File: config.mk
export PLATFORM = sky130hd
export DESIGN_NAME = flash_op_sched
export DESIGN_NICKNAME = d
export VERILOG_FILES = /design/src/rtl/flash_op_sched.sv
export SDC_FILE = /design/constraint.sdc
export NUM_CORES = 1
export LEC_CHECK = 0
export BUFFER_PORTS_ARGS = -buffer_cell sky130_fd_sc_hd__buf_2
export CORE_MARGIN = 5
export CORE_UTILIZATION = 58
export CTS_CLUSTER_DIAMETER = 150
export CTS_CLUSTER_SIZE = 10
export DETAILED_ROUTE_END_ITERATION = 10
export PLACE_DENSITY = 0.77
export RECOVER_POWER = 50
export SYNTH_ARGS = -nofsm -noshare
export SYNTH_HDL_FRONTEND = slang
export SYNTH_SLANG_ARGS = --single-unit
File: constraint.sdc
create_clock -name sclk -period 3.16 [get_ports sclk]
set_input_delay 0.632 -clock sclk [delete_from_list [all_inputs] [get_ports sclk]]
set_output_delay 0.632 -clock sclk [all_outputs]
set_load 0.05 [all_outputs]
File: src/rtl/flash_op_sched.sv
// flash_op_sched: sequences SPI flash page-program and sector-erase operations
// (write enable, command, address, data, status polling) over a byte engine.
module flash_op_sched #(
  parameter int CS_GAP  = 4,
  parameter int FIFO_AW = 4
) (
  input  logic        sclk,
  input  logic        rst,
  input  logic        op_req,
  input  logic        op_type,
  input  logic [23:0] op_addr,
  input  logic [7:0]  wr_data,
  input  logic        wr_vld,
  input  logic        wr_last,
  output logic        wr_rdy,
  output logic        busy,
  output logic        wr_end_flag,
  output logic        ce_end_flag,
  output logic        spi_start,
  output logic [7:0]  spi_tx,
  output logic        spi_cs_n,
  input  logic        spi_done,
  input  logic [7:0]  spi_rx
);
  localparam int CW = CS_GAP > 4 ? $clog2(CS_GAP) : 2;
  localparam logic [CW-1:0] GAP_END = CW'(CS_GAP - 1);

  typedef enum logic [3:0] {IDLE, WREN, GAP1, CMD, ADDR, DATA, GAP2, POLL, CHECK, DONE} state_t;
  state_t state, nxt;

  logic [CW-1:0]    cnt;
  logic [23:0]      addr;
  logic             op, wrap, issued, lst, done, push, pop, empty, gap_end, rx_unused;
  logic [8:0]       mem [2**FIFO_AW];
  logic [FIFO_AW:0] wp, rp;
  logic [8:0]       head;
  logic [7:0]       tx_byte;

  assign empty       = wp == rp;
  assign wr_rdy      = wp != {~rp[FIFO_AW], rp[FIFO_AW-1:0]};
  assign push        = wr_vld && wr_rdy;
  assign head        = mem[rp[FIFO_AW-1:0]];
  assign pop         = spi_start && state == DATA;
  assign done        = spi_done && issued;
  assign gap_end     = cnt == GAP_END;
  assign busy        = state != IDLE;
  assign wr_end_flag = state == DONE && !op;
  assign ce_end_flag = state == DONE && op;
  assign rx_unused   = ^spi_rx[7:1];
  // after a page-wrap poll, WREN first holds cs_n high for a full gap
  assign spi_cs_n    = !(state inside {CMD, ADDR, DATA, POLL, CHECK} || (state == WREN && !wrap));
  assign spi_start   = !issued && (state inside {CMD, ADDR, POLL, CHECK} ||
                       (state == WREN && !wrap) || (state == DATA && !empty));
  assign spi_tx      = spi_start ? tx_byte : 8'h00;

  always_comb begin
    tx_byte = state == WREN ? 8'h06 :
              state == CMD  ? (op ? 8'hD8 : 8'h02) :
              state == ADDR ? (cnt == '0 ? addr[23:16] : cnt == CW'(1) ? addr[15:8] : addr[7:0]) :
              state == DATA ? head[7:0] :
              state == POLL ? 8'h05 : 8'h00;
  end

  always_comb begin
    nxt = state;
    unique case (state)
      IDLE:    nxt = op_req ? WREN : IDLE;
      WREN:    nxt = done ? GAP1 : WREN;
      GAP1:    nxt = gap_end ? CMD : GAP1;
      CMD:     nxt = done ? ADDR : CMD;
      ADDR:    nxt = done && cnt == CW'(2) ? (op ? GAP2 : DATA) : ADDR;
      DATA:    nxt = done && (lst || addr[7:0] == 8'h00) ? GAP2 : DATA;
      GAP2:    nxt = gap_end ? POLL : GAP2;
      POLL:    nxt = done ? CHECK : POLL;
      CHECK:   nxt = !done ? CHECK : spi_rx[0] ? GAP2 : wrap ? WREN : DONE;
      DONE:    nxt = IDLE;
      default: nxt = IDLE;
    endcase
  end

  always_ff @(posedge sclk or posedge rst)
    if (rst) state <= IDLE;
    else state <= nxt;

  always_ff @(posedge sclk or posedge rst) begin
    if (rst) begin
      cnt    <= '0;
      addr   <= '0;
      op     <= 1'b0;
      wrap   <= 1'b0;
      issued <= 1'b0;
      lst    <= 1'b0;
      wp     <= '0;
      rp     <= '0;
    end else begin
      issued <= spi_start || (issued && !spi_done);
      if (push) wp <= wp + 1'b1;
      if (state == IDLE && op_req) begin
        op   <= op_type;
        addr <= op_addr;
        wrap <= 1'b0;
      end else if (pop) begin
        rp   <= rp + 1'b1;
        lst  <= head[8];
        addr <= addr + 24'd1;
      end
      // a non-final byte that completes a page forces a poll and restart
      if (state == DATA && done && !lst && addr[7:0] == 8'h00) wrap <= 1'b1;
      if (state == WREN && wrap && gap_end) wrap <= 1'b0;
      if (nxt != state) cnt <= '0;
      else if (state inside {GAP1, GAP2} || (state == WREN && wrap)) cnt <= gap_end ? '0 : cnt + CW'(1);
      else if (state == ADDR && done) cnt <= cnt + CW'(1);
    end
  end

  always_ff @(posedge sclk)
    if (push) mem[wp[FIFO_AW-1:0]] <= {wr_last, wr_data};
endmodule

; After elaboration in Yosys (flattened, before gate mapping)
; Memories as Yosys holds them, arrays and structs flattened.
; Cells that the tools add are included.
[op_classes]
addsub = 4
eq_ne = 15
mux = 33
bitwise = 2
n_reduce_logical = 42
[op_table]
columns = cell, count
row1 = two-way mux 8 bit, 8
row2 = two-way mux 24 bit, 2
row3 = one-hot mux 4 bit (9 select lines), 1
row4 = adder 24 x 1 -> 24 bit (second input constant), 1
row5 = logical AND 1 bit, 18
row6 = equality test 4 x 3 -> 1 bit (second input constant), 4
row7 = two-way mux 2 bit, 8
row8 = two-way mux 4 bit, 4
row9 = adder 5 x 1 -> 5 bit (second input constant), 2
row10 = equality test 4 x 2 -> 1 bit (second input constant), 2
row11 = equality test 4 bit (second input constant), 2
row12 = zero test 8 bit, 1
row13 = two-way mux 1 bit, 8
row14 = nonzero test 4 bit, 2
row15 = zero test 1 bit, 7
row16 = logical OR 1 bit, 6
row17 = two-way mux 3 bit, 2
row18 = nonzero test 3 bit, 2
row19 = equality test 5 bit, 1
row20 = inequality test 5 bit, 1
row21 = nonzero test 5 bit, 1
row22 = equality test 2 bit (second input constant), 2
row23 = equality test 4 x 1 -> 1 bit (second input constant), 1
row24 = zero test 4 bit, 1
row25 = 7 further kinds, 9
[totals]
regBits = 44
mem_bits_rw = 144
input_bits = 47
out_inout_bits = 14
word_cells = 106
mem_count = 1
[mem_list]
columns = memory, depth, word_bits, read_ports, rd_clocked_by_memory_dff, write_ports, line
row1 = mem, 16, 9, 1, 0, 1, 34  ; logic [8:0] mem [2**FIFO_AW];

; Depth between registers and ports, before layout
[depth]
depth_word = 8
mapped_depth = 8
ltp_nobuf = 7

; Least setup slack after synthesis
; Ideal clock, no wire load.
[synth_path]
path_kind = flip-flop to output port
from = reg rp[1]
to = out spi_tx[6]
t_arrival_ns = 2.772
path_slack_ns = -0.244
path_stages_with_launch = 7
n_path_buf = 2
cell_sequence = dfrtp_1 buf_1 clkbuf_1 mux4_2 mux4_2 nor2_1 a211oi_1
[synth_between]
elab_chain_len = 6
word_cells_on_any_way = 11
classes_between = 1 x eq/ne / 5 x mux / 4 x reduce/logical / 1 x memory
[synth_lines]
columns = element, line
row1 = from (decl), 35  ; logic [FIFO_AW:0] wp, rp;
row2 = from (signal assigned), 103  ; rp <= rp + 1'b1;
row3 = memory (16 x 9 bit) or equality test 5 bit (tied branches), n/a
row4 = two-way mux 8 bit or zero test 1 bit (tied branches), "60, 53"
row5 = two-way mux 8 bit or logical AND 1 bit (tied branches), "59, 53"
row6 = two-way mux 8 bit or logical OR 1 bit (tied branches), "58, 53"
row7 = two-way mux 8 bit or logical AND 1 bit (tied branches), "57, 52"
row8 = two-way mux 8 bit *, 54  ; assign spi_tx = spi_start ? tx_byte : 8'h00;
row9 = to (decl), 20  ; output logic [7:0] spi_tx,
; Every way passes the cells marked *; elsewhere a longest branch is shown, timed or not.

; Worst setup path after layout
[layout_path]
from = reg rp[0]
to = out spi_tx[2]
; Same word-level chain as after synthesis.

==> reports/results.tsv <==
metric	value	unit
critPathTopFamily	multiplexers	
ctsHoldBuffers	0	
vias	5897	
synth_top_area_share	49.3	%
cts.htree.levels	4	
clkPwrFrac	22.7	%
hold_ws	396	ps
yosysMostFrequentCell	edfxtp_1	
netlist_area	8770	sq um
grt_pass1_vias	5855	
p_sw	3.61	mW
async_flop_share	23.4	%
ios	61	
multiInputGateArea	3250	sq um
drt-initial-drc-count	542	
die_x	133	um
cpPeakStageDelay	560	ps
dp_slack	204	ps
die-area	17700	sq um
avgSynthCellArea	14.3	sq um
row_count	45	
power.internal	5.92	mW
power_density	917	nW/um^2
leakage	3.68	nW
cts-root-buf	clkbuf_16	
syn_inst	612	
period_minus_slack	3220	ps
maxCapViolations	0	
gr-usage-all-layers	25.5	%
hp-class	in2reg	
cts_buffer_depth	2	
setup_ws	-56.8	ps
ant_nets	0	
grt_max_degree	35	
routedWlPerCell	24.4	um
worst_pin_slew	1130	ps
violations	negative setup slack	
dp_hpwl	13.7	mm
synth_area_leaders	edfxtp_1 (49%), dfrtp_1 (13%), mux4_2 (11%)	
start_kind	flop	
overflow	0	
cp-end-kind	primary output	
via_per_inst	6.57	
cp_slowest_cell	mux4_2	
max-slew-margin-rel	25.0	%
fin_area	10400	sq um
layout-drive-gt1-share	29.6	%
crit_start	rp[0]	
syn_to_final_growth	18.4	%
grt_pass1_wl	33.8	mm
fin_skew	12.3	ps
synthTopCellsByCount	edfxtp_1 (144), dfrtp_1 (44), nand2_1 (44), mux4_2 (43), nor2_1 (38)	
clk_latency	440	ps
yosysSeqAreaShare	61.8	%
synth.net_count	670	
cts.sinks	188	
status	finished with violations	
finalCritPeriodShare	102	%
dieHeight	133	um
place.gp.congestion	0.985	
worstPathMaxFanout	6	
hp-start	op_type	
n_antenna_cell	0	
wirelength	21.9	mm
seqPwrFrac	37.0	%
yosys.area.top_type	edfxtp_1	
place_area	9460	sq um
drv_slew	0	
timing.fmax	311	MHz
setup_viol_count_final	7	
vdd_ir_drop_max	634	uV
synth-edff-count	144	
crit_type	reg2out	
core_area	15000	sq um
pwr-share-comb	40.2	%
cts_tree	done	
r2r-start	rp[0]	
ys_ff_latch	188	
ys.flop_type	edfxtp_1	
start_util	58.4	%
clk_pin_slew	80	ps
drc	0	
seqCellArea	5430	sq um
ys.warnings.count	0	
crit_chain	buf_12, buf_12, mux4_2, mux2i_4, mux2i_1, o2111ai_1, a21oi_1, buf_4	
rsz0062_at_grt	true	
swShare	37.9	%
antenna_found_initial	0	
nFillCells	943	
cp_data_required_time	2530	ps
dr.pass1.iters	7	
crit_top_cell	buf_12	
numPortBuffers	53	
crit_buf_inv	3	
critPathArrivalTime	2580	ps
cts_buffers	17	
fin_nets	755	
finalHoldViolCount	0	
synthDistinctLibCells	60	
state kept, by name, summed over array words and instances, names as in the netlist:
signal	flops
op	1
state	4
rp	5
lst	1
issued	1
cnt	2
wp	5
wrap	1
addr	24
mem	144
logic make-up after synthesis:
group	count (synthesis)	share of synthesized area, %
and+or+nand+nor	184	11.2
DFF	188	61.8
AOI/OAI and AO/OA	91	7.32
muxes	68	14.0
buffers and inverters	56	2.68
xor gates and xnor gates	14	1.40
adders and majority gates	11	1.57
layout by cell type (no fill, tap or decap), types with 13 or more instances in the layout:
cell,synthesis,layout
o21ai_0,14,13
nand4_1,16,16
mux4_2,43,43
nor2_1,38,33
edfxtp_1,144,144
dfrtp_1,44,39
clkbuf_16,0,17
mux2i_1,17,16
buf_4,2,43
inv_1,17,17
buf_2,13,36
nand3_1,16,15
nand2_1,44,44
layer usage:
layer / part of all wire, % / GRT usage, %
met3: 6.7 / 4.87
met4: 2.9 / 8.55
met2: 53 / 45.0
met1: 37 / 31.7
met5: 0 / 0
final timing paths:
path / endpoint / depth (start not counted) / slack, ps
max in group asynchronous: state[0] / 3 / 1080
worst max register to register: mem[15][2] / 8 / 550
worst min-delay path: op / 3 / 400
min in group asynchronous: addr[22] / 2 / 440
worst min register to register: rp[4] / 1 / 500
worst max-delay path: spi_tx[2] / 8 / -60
power by group through the flow:
stage / Sequential [mW] / Clock (mW) / Combinational [mW]
2_1_floorplan: 3.34 / 0 / 2.41
3_3_place_gp: 3.51 / 0 / 3.10
5_1_grt: 3.58 / 2.30 / 4.07
3_5_place_dp: 3.55 / 0 / 3.21
4_1_cts: 3.51 / 2.17 / 3.72
6_report: 3.53 / 2.17 / 3.84
through the flow:
step	util, %	total power [mW]	cells	TNS [ps]
floorplan	-	5.75	612	-387
global placement	62.9	6.61	853	0
detailed placement	62.9	6.75	853	0
CTS	68.9	9.39	897	-223
global route	69.1	9.95	898	-625
finish	69.1	9.53	898	-270
area by class of cell:
class | count | share of cell area [%]
inverter | 17 | 0.614
tap | 188 | 2.26
timing repair buffer | 105 | 7.71
clock buffer | 17 | 4.09
sequential | 188 | 52.3
clock inverter | 15 | 1.76
multi-input combinational | 368 | 31.3
worst reg2reg max path: stages, from the launching register on:
cell and delay, ps:
dfrtp_2 430, buf_12 150, buf_16 150, xnor2_2 130, and4_1 200, a21boi_1 150
clkbuf_1 330, nand4_1 210, inv_1 490
timing repair:
| item | 4_1_cts | 5_1_grt |
|---|---|---|
| setup buffers | 9 | 2 |
| pin swaps | 9 | 8 |
| gates cloned | 3 | 0 |
| resized for setup | 35 | 19 |
| setup endpoints to repair | 9 | 9 |
Power figures use the tool's default switching activity.
